<file path="config.mk">
export PLATFORM = sky130hd
export DESIGN_NAME = ifetch_ctrl
export DESIGN_NICKNAME = d
export VERILOG_FILES = /design/src/rtl/ifetch_ctrl_pkg.sv /design/src/rtl/ifetch_ctrl_ifid_reg.sv /design/src/rtl/ifetch_ctrl.sv
export SDC_FILE = /design/constraint.sdc
export NUM_CORES = 1
export LEC_CHECK = 0
export ABC_AREA = 1
export CAP_MARGIN = 20
export CORE_MARGIN = 5
export CORE_UTILIZATION = 49
export DETAILED_ROUTE_END_ITERATION = 7
export GPL_TIMING_DRIVEN = 0
export PLACE_DENSITY = 0.89
export SLEW_MARGIN = 30
export SYNTH_ARGS = -nofsm -noshare
export SYNTH_HDL_FRONTEND = slang
export SYNTH_SLANG_ARGS = --single-unit
</file>
<file path="constraint.sdc">
create_clock -name clk -period 2.3 [get_ports clk]
set_clock_uncertainty 0.15 [all_clocks]
set_input_delay 0.46 -clock clk [delete_from_list [all_inputs] [get_ports clk]]
set_output_delay 0.46 -clock clk [all_outputs]
set_load 0.02 [all_outputs]
</file>
<file path="src/rtl/ifetch_ctrl_pkg.sv">
// Shared definitions for the instruction-fetch controller: word size, reset PC,
// fetch exception codes, FSM state encoding and the IF/ID entry layout.
package ifetch_ctrl_pkg;

    localparam int unsigned WORDSIZE = 32;
    localparam logic [WORDSIZE-1:0] PCBASE = 32'h0040_0000;

    localparam logic [8:0] EXC_NONE      = 9'h000;
    localparam logic [8:0] EXC_IMISALIGN = 9'h002;
    localparam logic [8:0] EXC_IBUS      = 9'h004;

    typedef enum logic [1:0] {
        S_REQ  = 2'd0,
        S_WAIT = 2'd1,
        S_HOLD = 2'd2,
        S_DROP = 2'd3
    } fetch_state_t;

    typedef struct packed {
        logic [WORDSIZE-1:0] instr;
        logic [WORDSIZE-1:0] pc;
        logic                valid;
        logic [8:0]          exc;
    } ifid_t;

    function automatic ifid_t make_entry(
        input logic [WORDSIZE-1:0] instr,
        input logic [WORDSIZE-1:0] pc,
        input logic [8:0]          exc
    );
        ifid_t e;
        e.instr = instr;
        e.pc    = pc;
        e.valid = 1'b1;
        e.exc   = exc;
        return e;
    endfunction

endpackage

</file>
<file path="src/rtl/ifetch_ctrl_ifid_reg.sv">
// IF/ID pipeline register: clear wins over load, otherwise holds its contents.
module ifid_reg
    import ifetch_ctrl_pkg::*;
(
    input  logic  clk,
    input  logic  rst,
    input  logic  load,
    input  logic  clear,
    input  ifid_t entry,
    output ifid_t q
);

    always_ff @(posedge clk or negedge rst) begin
        if (!rst) begin
            q <= '0;
        end else if (clear) begin
            q <= '0;
        end else if (load) begin
            q <= entry;
        end
    end

endmodule

</file>
<file path="src/rtl/ifetch_ctrl.sv">
// Instruction-fetch controller: single outstanding imem request, decode-stall
// hold buffer and redirect handling. FETCH_TIMEOUT_EN enables the bus timeout.
module ifetch_ctrl
    import ifetch_ctrl_pkg::*;
#(
    parameter int unsigned TIMEOUT_CYCLES = 16
) (
    input  logic                clk,
    input  logic                rst,
    input  logic [WORDSIZE-1:0] pc,
    input  logic                installD,
    input  logic                flushD,
    output logic                imem_req,
    output logic [WORDSIZE-1:0] imem_addr,
    input  logic                imem_rvalid,
    input  logic [WORDSIZE-1:0] imem_rdata,
    output logic                installF,
    output logic [WORDSIZE-1:0] instrD,
    output logic [WORDSIZE-1:0] pcD,
    output logic                validD,
    output logic [8:0]          exceptionD
);

    fetch_state_t        state, state_next;
    logic [WORDSIZE-1:0] addr_q;
    ifid_t               hold_q;

    logic                req;
    logic [WORDSIZE-1:0] addr_out;
    logic                stall;
    logic                issue;
    logic                timeout;
    logic                ifid_load, ifid_clear;
    ifid_t               ifid_entry;
    logic                hold_load;
    ifid_t               hold_entry;
    ifid_t               resp_entry;
    ifid_t               ifid_q;

    // A bus timeout is delivered like a response carrying EXC_IBUS.
    assign resp_entry = imem_rvalid ? make_entry(imem_rdata, addr_q, EXC_NONE)
                                    : make_entry('0, addr_q, EXC_IBUS);

`ifdef FETCH_TIMEOUT_EN
    localparam logic [7:0] TIMEOUT_LAST = 8'(TIMEOUT_CYCLES - 1);
    logic [7:0] cnt_q;
    logic       waiting;

    assign waiting = (state == S_WAIT) || (state == S_DROP);
    assign timeout = waiting && (cnt_q == TIMEOUT_LAST);

    always_ff @(posedge clk or negedge rst) begin
        if (!rst) begin
            cnt_q <= '0;
        end else if (!waiting || (state_next != state)) begin
            cnt_q <= '0;
        end else begin
            cnt_q <= cnt_q + 8'd1;
        end
    end
`else
    logic [7:0] unused_timeout;
    assign unused_timeout = 8'(TIMEOUT_CYCLES);
    assign timeout        = 1'b0;
`endif

    always_comb begin
        state_next = state;
        req        = 1'b0;
        addr_out   = addr_q;
        stall      = 1'b0;
        issue      = 1'b0;
        ifid_load  = 1'b0;
        ifid_clear = 1'b0;
        ifid_entry = '0;
        hold_load  = 1'b0;
        hold_entry = '0;

        unique case (state)
            S_REQ: begin
                if (flushD) begin
                    ifid_clear = 1'b1;
                end else if (installD) begin
                    stall = 1'b1;
                end else if (pc[1:0] != 2'b00) begin
                    ifid_load  = 1'b1;
                    ifid_entry = make_entry('0, pc, EXC_IMISALIGN);
                end else begin
                    req        = 1'b1;
                    addr_out   = pc;
                    issue      = 1'b1;
                    stall      = 1'b1;
                    state_next = S_WAIT;
                end
            end
            S_WAIT: begin
                req   = 1'b1;
                stall = 1'b1;
                if (flushD) begin
                    ifid_clear = 1'b1;
                    stall      = 1'b0;
                    state_next = imem_rvalid ? S_REQ : S_DROP;
                end else if (imem_rvalid || timeout) begin
                    if (installD) begin
                        hold_load  = 1'b1;
                        hold_entry = resp_entry;
                        state_next = S_HOLD;
                    end else begin
                        ifid_load  = 1'b1;
                        ifid_entry = resp_entry;
                        stall      = 1'b0;
                        state_next = S_REQ;
                    end
                end
            end
            S_HOLD: begin
                stall = 1'b1;
                if (flushD) begin
                    ifid_clear = 1'b1;
                    stall      = 1'b0;
                    state_next = S_REQ;
                end else if (!installD) begin
                    // Release the PC on the drain cycle so the held word is not refetched.
                    ifid_load  = 1'b1;
                    ifid_entry = hold_q;
                    stall      = 1'b0;
                    state_next = S_REQ;
                end
            end
            S_DROP: begin
                stall = 1'b1;
                if (flushD) begin
                    ifid_clear = 1'b1;
                    stall      = 1'b0;
                end
                if (imem_rvalid || timeout) begin
                    state_next = S_REQ;
                end
            end
            default: state_next = S_REQ;
        endcase
    end

    always_ff @(posedge clk or negedge rst) begin
        if (!rst) begin
            state  <= S_REQ;
            addr_q <= '0;
            hold_q <= '0;
        end else begin
            state <= state_next;
            if (issue) begin
                addr_q <= pc;
            end
            if (hold_load) begin
                hold_q <= hold_entry;
            end
        end
    end

    // Combinational outputs are gated so reset forces them low immediately.
    assign imem_req  = rst & req;
    assign imem_addr = rst ? addr_out : '0;
    assign installF  = rst & stall;

    ifid_reg u_ifid (
        .clk   (clk),
        .rst   (rst),
        .load  (ifid_load),
        .clear (ifid_clear),
        .entry (ifid_entry),
        .q     (ifid_q)
    );

    assign instrD     = ifid_q.instr;
    assign pcD        = ifid_q.pc;
    assign validD     = ifid_q.valid;
    assign exceptionD = ifid_q.exc;

endmodule
</file>
# After elaboration in Yosys (flattened, before gate mapping)
# Cells that the tools add are included.
[op_classes]
bitwise = 2
n_mux = 57
n_reduce_logical = 5
eq_ne = 9
[ops]
columns = ["cell", "n"]
rows = [
  ["$mux 74", 11],
  ["$pmux 74 s3", 1],
  ["$mux 32", 5],
  ["$mux 42", 3],
  ["$mux 1", 23],
  ["$mux 2", 10],
  ["$ne 2x2->1 const B", 4],
  ["$pmux 2 s4", 1],
  ["$ne 3x3->1 const B", 2],
  ["$reduce_and 6->1", 1],
  ["$eq 2x2->1 const B", 2],
  ["$pmux 1 s4", 1],
  ["$reduce_bool 2->1", 2],
  ["$reduce_or 4->1", 1],
  ["$pmux 1 s3", 1],
  ["$and 1x1->1", 2],
  ["$eq 2x1->1 const B", 1],
  ["$logic_not 2->1", 1],
  ["$pmux 1 s2", 1],
]
[word_totals]
register_bits = 182
word_cells = 83
output_inout_bits = 108
inputBits = 69

# Longest topological paths before layout
# Gate-level depths: netlist of run 1.
[logic_depth]
ltp_word = 7
mapped_depth = 9
mapped_depth_nobuf = 7

# Cells and area by module
# Synthesis of run 1 repeated with hierarchy kept, for this count alone.
[unflattened]
hier_cells = 1024
hier_area_um2 = 8495.6
[modules_own_cells]
columns = ["mod", "seq_area_each_um2", "cells_each", "instances", "area_per_inst_um2"]
rows = [
  ["ifetch_ctrl", 2477.4, 702, 1, 5547.8],
  ["ifid_reg", 1851.8, 322, 1, 2947.8],
]

# Least setup slack after synthesis of run 1
# No wires, ideal clock.
[synth_timing]
kind = "input to output"
start = "input port flushD"
end = "output port installF"
path_buffers = 2
t_required_ns = 1.690
path_stages = 6
arrival_ns = 1.653
slack_ns = 0.037
cell_sequence = "buf_2 -> nor2_1 -> nand3_1 -> nand3_2 -> buf_4 -> nor3_1"
[synth_via]
elab_chain_len = 3
elab_cells_between_ends = 6
classes_between = "mux: 5; bitwise: 1"
[synth_rtl]
columns = ["item", "line_no", "source"]
rows = [
  ["start: declaration", "ifetch_ctrl.sv:12", "input logic flushD,"],
  ["$mux 1, on equally long branches", "--", ""],
  ["$pmux 1 s4 *", "ifetch_ctrl.sv:79", "unique case (state)"],
  ["$and 1x1->1 *", "ifetch_ctrl.sv:163", "assign installF = rst & stall;"],
  ["end: declaration", "ifetch_ctrl.sv:17", "output logic installF,"],
]
# Mark *: on every way between the ends. The rest lies on a longest branch, timed or not.

# Final worst setup path of run 1
[layout_timing]
start = "register state[0]"
end = "output port imem_addr[31]"
[layout_via]
elab_chain_len = 3
[layout_rtl]
columns = ["item", "line_no", "source"]
rows = [
  ["start: declaration", "ifetch_ctrl.sv:24", "fetch_state_t state, state_next;"],
  ["start signal: assignment", "ifetch_ctrl.sv:150", "state <= state_next;"],
  ["$logic_not 2->1", "ifetch_ctrl.sv:79", ""],
  ["$mux 32", "ifetch_ctrl.sv:79", ""],
  ["$mux 32", "ifetch_ctrl.sv:162", "assign imem_addr = rst ? addr_out : '0;"],
  ["end: declaration", "ifetch_ctrl.sv:14", "output logic [WORDSIZE-1:0] imem_addr,"],
]
# Every way passes these cells.

==> impl_results.md, run 1 <==
- R2r worst-path depth: 11
- Die Y-Extent: 138 um
- DIE AREA: 19000 um2
- Worst Tran Pin Value: 0.617 ns
- Critical path type: reg -> out
- Synth Warn #: 0
- Initial antenna violation count: 1
- RSZ-0062 raised after global routing: true
- CTS Buf Count: 17
- Drt first pass iters: 7
- CP peak stage delay: 0.43 ns
- Area growth syn-to-layout: 43.8%
- WL/cell: 18.5 um
- Synth cell types: 21
- Seq/Total Area, Yosys: 51.4%
- Iter 0 DRT Violations: 885
- Most frequent cells in the layout: nand2_1 (333), dfrtp_1 (163), nand3_1 (129)
- Count of final hold-check violations: 57
- Count of final setup violators: 34
- CTS tree: built
- Overflow after GRT: 0
- Status: complete, but fails checks
- Drt drc: 0
- Post-synth top area cell: dfrtp_1
- Most common library cell in the layout ignoring fill and taps: nand2_1
- Root Driver: clkbuf_16
- Leakage: 5.81 nW
- Slew Limit Fails: 0
- Tmin final: 2.52 ns
- GPL Wtd Cong: 0.917
- Worst setup margin: -0.223 ns
- Post-Place Cells: 1468
- Worst min path class: in -> async
- Fillers: 1087
- Final period utilization: 110%
- FMAX: 396 MHz
- Final nets: 1371
- Starting Density: 50.2%
- DIE WIDTH: 138 um
- Max Cap Viol: 0
- Vias per inst: 5.66
- Pin count of the biggest net entering global routing: 72
- Final ANT Viol Nets: 0
- Worst-path maximum fanout: 4
- Pwr dens: 903 nW/um2
- Post-detail-place hpwl: 16.7 mm
- TritonCTS sink count: 165
- Register area: 4130 um2
- Synth area leaders: dfrtp_1 (51%), nand2_1 (17%), nand3_1 (8.2%), o21ai_0 (5.0%), inv_1 (4.7%)
- CTS Buffer Depth: 2
- Slowest-stage cell, CP: dfrtp_2
- Global-route wire length before repair: 44.5 mm
- Most used DFF post-synth: dfrtp_1
- Row count: 46
- #FFs+latches synth: 165
- Startpoint types: flip-flop
- Worst-path clk slew: 0.06 ns
- Multi-input gate area: 3550 um2
- Violated checks: negative hold slack, negative setup slack
- Crit end category: output pin
- Antenna Cells: 0
- Area after DPL: 10100 um2
- Area share of the largest cell type after synthesis: 51.4%
- Cell Count, Final, Fillers Out: 1530
- Total core area: 16000 um2
- Vias in the first global route: 8720
- Ratio of cells with drive above 1 in the final layout: 18.3%
- Top cell by count, worst path: buf_4
- Gr usage total: 28.7%
- WP data required: 1.69 ns
- Final wirelength: 28.3 mm
- IO buf count: 167
- Final hold slack: -0.296 ns
- Peak supply drop: 0.578 mV
- Syn Area/Cell: 7.46 um2
- Relative slew slack: 58.9%
- Clock latency at the later pin of the worst-skew pair: 0.43 ns
- Via count: 8656
- # IOs: 177
- Critical path, cell by cell: nor2_4 -> buf_6 -> nand3_4 -> buf_4 -> nand2_1 -> o21ai_2 -> nor2_1 -> buf_4
- Critical Path AT: 1.91 ns
- Htree depth: 4
- Final setup TNS: -5.29 ns
- Async S/R FF share, synth: 100%
- EDFF count, synth: 0
- Design area: 11500 um2
- Post-Synthesis Cells: 1076
- Mapped Area: 8030 um2
- Pre-CTS setup slack: -1.12 ns
## worst paths after layout
path | start | to | slack (ns)
setup / recovery | state[0]$_DFFE_PN0P_ | imem_addr[31] | -0.22
hold / removal | rst | u_ifid.q[60]$_DFFE_PN0P_ | -0.30
setup reg to reg | state[1]$_DFFE_PN0P_ | u_ifid.q[36]$_DFFE_PN0P_ | 0.01
hold reg to reg | hold_q[9]$_DFFE_PN0P_ | hold_q[9]$_DFFE_PN0P_ | 0.32
max in group asynchronous | rst | addr_q[11]$_DFFE_PN0P_ | 1.43
min in group clk | hold_q[9]$_DFFE_PN0P_ | hold_q[9]$_DFFE_PN0P_ | 0.32
## per-stage QoR
stage | utilization, % | total power (W)
2_1_floorplan | - | 0.00564
3_3_place_gp | 62.5 | 0.00661
3_5_place_dp | 62.9 | 0.00674
4_1_cts | 71.3 | 0.0101
5_1_grt | 72.2 | 0.0109
6_report | 72.2 | 0.0104
## critical path: cells and delay by family (launching register included)
family	cells	cell delay [ns]
AOI/OAI and AO/OA	1	0.08
DFF	1	0.43
buffers and inverters	3	0.49
and+or+nand+nor	4	0.48
## area by class of cell
class | count | area share, %
Buffer | 72 | 4.24
Clock buffer | 19 | 3.84
Clock inverter | 12 | 1.76
Inverter | 105 | 3.57
Multi-Input combinational cell | 739 | 30.8
Sequential cell | 165 | 35.8
Tap cell | 216 | 2.34
Timing Repair Buffer | 202 | 17.7
## layer usage
| layer | share of wire [%] | vias up | wire length [um] | track usage [%] |
|---|---|---|---|---|
| met3 | 10 | 178 | 2900 | 7.38 |
| met5 | 0.046 | - | 13 | 0 |
| met2 | 47 | 669 | 13300 | 46.8 |
| met4 | 6.3 | 2 | 1790 | 17.2 |
| met1 | 37 | 3998 | 10400 | 34.2 |
| li1 | - | 3809 | - | - |
## cells by family (layout without fill, tap and decap cells)
family	after synthesis	after routing	synth area share, %
AOI/OAI and AO/OA	132	132	8.26
other	1	8	0.0467
buffers and inverters	180	410	9.83
and+or+nand+nor	598	599	30.4
DFF	165	165	51.4
## cell usage after synthesis (3+ instances only)
cell and instances:
nor2_2 4, buf_2 28, buf_1 5, buf_4 21, nand2_1 358, inv_2 3, clkbuf_1 21, inv_1 101
nand3_1 131, o21ai_0 81, dfrtp_1 165, nor2_1 99, o21ai_1 46, a21oi_1 4
## registers in the layout, summed over array words and instances, names as in the netlist
| name | cells |
|---|---|
| u_ifid.q | 66 |
| hold_q | 65 |
| addr_q | 32 |
| state | 2 |
## where the power goes
| group | internal, W | switching, W | leakage (nW) | total, W |
|---|---|---|---|---|
| Sequential | 0.00368 | 0.000457 | 2.09 | 0.00414 |
| Clock | 0.00195 | 0.00119 | 0.302 | 0.00314 |
| Combinational | 0.00126 | 0.00190 | 3.42 | 0.00315 |
## repair_timing
action / in CTS / in global routing
endpoints found under the hold margin: 57 / 21
gates resized for setup: 307 / 34
pin swaps: 13 / 8
setup buffers: 19 / 9
setup endpoints to repair: 34 / 34
gates cloned: 8 / 0
Note: power is estimated with default switching activity, not from simulation.
==> run 2: changes to the inputs <==
CORE_UTILIZATION = 30   (was 49)
PLACE_DENSITY = 0.65   (was 0.89)
clock period = 2.05 ns   (was 2.3 ns; I/O delays follow)
==> impl_results.md, run 2 (synthesis results as in run 1) <==
- Final hold slack: 0.0432 ns (+0.339 ns)
- Post-detail-place hpwl: 18.5 mm (+11%)
- CTS tree: built
- TritonCTS sink count: 165 (unchanged)
- RSZ-0062 raised after global routing: true
- Worst-path clk slew: 0.06 ns (about the same)
- DIE AREA: 30100 um2 (+58%)
- Die Y-Extent: 174 um (+26%)
- WL/cell: 16.9 um (-8.5%)
- Vias per inst: 4.72 (-16%)
- Overflow after GRT: 0 (unchanged)
- Final nets: 1390 (+1.4%)
- Total core area: 26200 um2 (+64%)
- Worst-path maximum fanout: 8 (+4)
- Tmin final: 2.45 ns
- Relative slew slack: 48.9% (-10 points)
- Slowest-stage cell, CP: dfrtp_2
- Worst Tran Pin Value: 0.764 ns (+0.147 ns)
- Most common library cell in the layout ignoring fill and taps: nand2_1
- Final ANT Viol Nets: 0 (unchanged)
- Count of final setup violators: 34 (unchanged)
- Clock latency at the later pin of the worst-skew pair: 0.43 ns (about the same)
- Initial antenna violation count: 5 (+4)
- Pwr dens: 938 nW/um2 (+3.9%)
- # IOs: 177 (unchanged)
- IO buf count: 167 (unchanged)
- Global-route wire length before repair: 44.4 mm (-0.23%)
- Max reg flops: 66 (unchanged)
- Critical Path AT: 1.89 ns (-0.02 ns)
- CTS Buf Count: 17 (unchanged)
- Root Driver: clkbuf_16
- Row count: 59 (+28%)
- Largest registers: u_ifid.q (66), hold_q (65), addr_q (32)
- Violated checks: negative setup slack
- Status: complete, but fails checks
- Post-Place Cells: 1587 (+8.1%)
- Worst min path class: in -> async
- Pre-CTS setup slack: -1.71 ns (-0.586 ns)
- Iter 0 DRT Violations: 626 (-29%)
- Vias in the first global route: 8115 (-6.9%)
- Starting Density: 30.6% (-20 points)
- Peak supply drop: 0.460 mV (-20%)
- CTS Buffer Depth: 2 (unchanged)
- Drt first pass iters: 5 (-2)
- GPL Wtd Cong: 0.825 (-10%)
- Most flops, register: u_ifid.q
- Fillers: 2447 (+130%)
- Cell Count, Final, Fillers Out: 1671 (+9.2%)
- Critical path, cell by cell: nor2_4 -> nand3_4 -> buf_12 -> clkbuf_16 -> o21ai_4 -> nor2_2 -> buf_6
- Count of final hold-check violations: 0 (-100%)
- Ratio of cells with drive above 1 in the final layout: 22.0% (+3.7 points)
- Crit end category: output pin
- Startpoint types: flip-flop
- Final wirelength: 28.3 mm (about the same)
- Power Total: 0.0115 W (+11%)
- Leakage: 6.14 nW (+5.6%)
- Gr usage total: 18.6% (-10 points)
- Most frequent cells in the layout: nand2_1 (328), dfrtp_1 (163), nand3_1 (125)
- Pin count of the biggest net entering global routing: 37 (-49%)
- Via count: 7895 (-8.8%)
- CP peak stage delay: 0.42 ns (about the same)
- DIE WIDTH: 174 um (+26%)
- Drt drc: 0 (unchanged)
- Htree depth: 4 (unchanged)
- Final period utilization: 120%
- Worst setup margin: -0.400 ns (-0.177 ns)
- Critical path type: reg -> out
- WP data required: 1.49 ns (-0.20 ns)
- Area growth syn-to-layout: 53.2%
- FMAX: 408 MHz
- Max Cap Viol: 0 (unchanged)
- Slew Limit Fails: 0 (unchanged)
run 2: repair_timing:
action / in CTS / in global routing
gates cloned: 9 / 3
endpoints found under the setup margin: 71 / 113
buffers inserted: 16 / 18
hold endpoints to repair: 38 / 0
gates resized for setup: 335 / 98
hold buffers: 7 / 0
pin swaps: 12 / 43
run 2: final cells by class:
cell class | instances | area (um2) | share of cell area [%]
flip-flops and latches | 165 | 4130 | 33.6
multi-input cells | 739 | 3780 | 30.7
repair buffers | 219 | 2460 | 20.0
plain buffers | 74 | 542 | 4.40
clock buffers | 22 | 464 | 3.77
well taps | 335 | 419 | 3.41
inverters | 105 | 407 | 3.30
clock inverters | 10 | 98.8 | 0.803
diodes | 2 | 5.00 | 0.0407
run 2: layer usage:
layer | part of all wire [%] | track usage, % | wire, um | vias to the layer above
met5 | 0.12 | 0 | 33 | -
met1 | 43 | 23.9 | 12200 | 3705
met2 | 48 | 30.0 | 13600 | 269
met4 | 2.9 | 7.82 | 818 | 6
met3 | 5.9 | 4.49 | 1660 | 54
li1 | - | - | - | 3861
run 2: power by group:
part	internal (W)	total [W]	switching, W
clock network	0.00175	0.00314	0.00139
registers	0.00412	0.00459	0.000461
logic	0.00167	0.00382	0.00216
run 2: worst paths after layout:
check / start / slack (ns) / cells after the start / endpoint
worst max-delay path: state[0]$_DFFE_PN0P_ / -0.40 / 7 / imem_addr[22]
worst min-delay path: rst / 0.04 / 3 / u_ifid.q[49]$_DFFE_PN0P_
worst max register to register: state[0]$_DFFE_PN0P_ / 0.03 / 13 / u_ifid.q[33]$_DFFE_PN0P_
worst min register to register: hold_q[9]$_DFFE_PN0P_ / 0.32 / 2 / hold_q[9]$_DFFE_PN0P_
max in group asynchronous: rst / 0.54 / 4 / u_ifid.q[56]$_DFFE_PN0P_
min in group clk: hold_q[9]$_DFFE_PN0P_ / 0.32 / 2 / hold_q[9]$_DFFE_PN0P_
run 2: stage by stage:
stage               utilization [%]  TNS [ns]  instance area (um2)
CTS                            45.0    -11.81                11800
floorplan                         -         0                 8130
global route                   47.0    -14.54                12300
global placement               39.0  -1437.37                10200
finish                         47.0    -12.05                12300
detailed placement             39.2   -109.01                10300
run 2: worst max-delay path: cells and delay by family, from the launching register on:
family | cells | cell delay, ns
flops | 1 | 0.42
simple gates | 3 | 0.39
buf+inv | 3 | 0.48
compound gates | 1 | 0.16
==> run 3: changes to the inputs <==
--- a/constraint.sdc
+++ b/constraint.sdc
@@ -3,3 +3,3 @@
 set_input_delay 0.41 -clock clk [delete_from_list [all_inputs] [get_ports clk]]
 set_output_delay 0.41 -clock clk [all_outputs]
-set_load 0.02 [all_outputs]
+set_load 0.1 [all_outputs]
==> impl_results.md, run 3 (synthesis results as in run 1) <==
- Power Total: 0.0133 W (+15%)
- Max Cap Viol: 0 (unchanged)
- Area growth syn-to-layout: 53.3% (about the same)
- Peak supply drop: 0.573 mV (+25%)
- Tmin final: 2.53 ns (+0.0757 ns)
- GPL Wtd Cong: 0.804 (-2.6%)
- Vias in the first global route: 7644 (-5.8%)
- Worst min path class: in -> reg
- Violated checks: negative setup slack
- Worst Tran Pin Value: 0.618 ns (-0.146 ns)
- IO buf count: 167 (unchanged)
- Antenna Cells: 0 (-2)
- Via count: 7730 (-2.1%)
- Row count: 59 (unchanged)
- Reg2Reg Setup Slack: 0.11 ns (+0.08 ns)
- WL/cell: 16.0 um (-5.5%)
- Pin count of the biggest net entering global routing: 85 (+130%)
- Post-detail-place hpwl: 18.3 mm (-1.3%)
- Most common library cell in the layout ignoring fill and taps: nand2_1
- Largest registers: u_ifid.q (66), hold_q (65), addr_q (32)
- FF-to-FF Start: state[0]$_DFFE_PN0P_
- Startpoint types: flip-flop
- Initial antenna violation count: 1 (-4)
- Clock latency at the later pin of the worst-skew pair: 0.42 ns (about the same)
- Overflow after GRT: 0 (unchanged)
- RSZ-0062 raised after global routing: true
- Critical Path Source: state[1]$_DFFE_PN0P_
- Worst-path clk slew: 0.07 ns (about the same)
- Iter 0 DRT Violations: 535 (-15%)
- Most frequent cells in the layout: nand2_1 (332), dfrtp_1 (163), nand3_1 (129)
- CTS tree: built
- FMAX: 396 MHz (-3.0%)
- Pre-CTS setup slack: -1.73 ns (-0.0200 ns)
- Final hold slack: 0.295 ns (+0.252 ns)
- Critical Path AT: 1.97 ns (+0.08 ns)
- Setup crit end: imem_addr[23]
- # IOs: 177 (unchanged)
- Die Y-Extent: 174 um (unchanged)
- R2r endpoint: u_ifid.q[32]$_DFFE_PN0P_
- Root Driver: clkbuf_16
- TritonCTS sink count: 165 (unchanged)
- Count of final hold-check violations: 0 (unchanged)
- Drt first pass iters: 5 (unchanged)
- Ratio of cells with drive above 1 in the final layout: 25.1% (+3.1 points)
- CTS Buffer Depth: 2 (unchanged)
- Drt drc: 0 (unchanged)
- Vias per inst: 4.70 (-0.60%)
- Htree depth: 4 (unchanged)
- WP data required: 1.49 ns (about the same)
- Final nets: 1367 (-1.7%)
- Crit end category: output pin
- Final wirelength: 26.4 mm (-6.9%)
- Slew Limit Fails: 0 (unchanged)
- DIE AREA: 30100 um2 (unchanged)
- Min-delay src: flushD
- Worst setup margin: -0.476 ns (-0.0757 ns)
- Final ANT Viol Nets: 0 (unchanged)
- Global-route wire length before repair: 41.4 mm (-6.9%)
- Starting Density: 30.6% (unchanged)
- Most flops, register: u_ifid.q
- Gr usage total: 17.0% (-1.5 points)
- DIE WIDTH: 174 um (unchanged)
- R2r worst-path depth: 9 (-4)
- Status: complete, but fails checks
- Final period utilization: 123% (+3.7 points)
- Leakage: 5.99 nW (-2.4%)
- Worst-path maximum fanout: 10 (+2)
- CTS Buf Count: 17 (unchanged)
- Total core area: 26200 um2 (unchanged)
- Relative slew slack: 58.8% (+9.9 points)
- Critical path type: reg -> out
- Max reg flops: 66 (unchanged)
- Count of final setup violators: 34 (unchanged)
- Pwr dens: 1080 nW/um2 (+15%)
## run 3: cell type report
cell class	instances	area, um2
buffer	75	507
clock inverter	14	186
fill	2477	13900
multi-input combinational	738	3840
inverter	105	400
sequential	165	4130
tap	335	419
clock buffer	18	439
timing repair buffer	196	2380
## run 3: how the worst min path moves through the flow
stage                               endpoint  slack (ns)  cells after the start
floorplan              addr_q[0]$_DFFE_PN0P_       -0.04                      0
global placement       hold_q[9]$_DFFE_PN0P_        0.30                      2
detailed placement  u_ifid.q[28]$_DFFE_PN0P_        0.10                      1
CTS                   hold_q[10]$_DFFE_PN0P_        0.27                      4
global route            state[0]$_DFFE_PN0P_        0.30                      4
finish                hold_q[11]$_DFFE_PN0P_        0.30                      4
## run 3: metrics by stage
stage                      TNS, ns  cell area [um2]  utilization, %  cells
after global placement    -1516.62            10600            40.4   1585
final                       -14.93            12300            47.0   1646
after global routing        -17.53            12300            47.0   1646
after floorplan              -7.08             8490               -   1083
after CTS                   -14.40            11700            44.8   1627
after detailed placement   -111.20            10600            40.4   1587
## run 3: per-layer routing
layer / global-route usage, % / up-vias / wire, um
met2: 27.8 / 251 / 12500
met5: 0 / - / 11
met4: 4.09 / 2 / 526
met3: 4.10 / 34 / 1550
li1: - / 3803 / -
met1: 22.9 / 3640 / 11800
## run 3: power breakdown
group	switching [W]	internal [W]
logic	0.00363	0.00168
registers	0.000456	0.00412
clock network	0.00142	0.00199
total	0.00552	0.00779
## run 3: critical path, cell delays in order, from the launching register on
cell and delay (ns):
dfrtp_2 0.46, nor2_4 0.14, nand3_4 0.15, buf_6 0.17, buf_12 0.14, nand2_4 0.06
o21ai_4 0.06, nor2_4 0.15, buf_12 0.20
## run 3: what timing repair did
item	in CTS	in global routing
hold buffers	1	1
buffers inserted	7	16
gates cloned	0	2
endpoints found under the setup margin	109	34
gates resized for setup	500	86
pin swaps	4	31
endpoints found under the hold margin	89	16
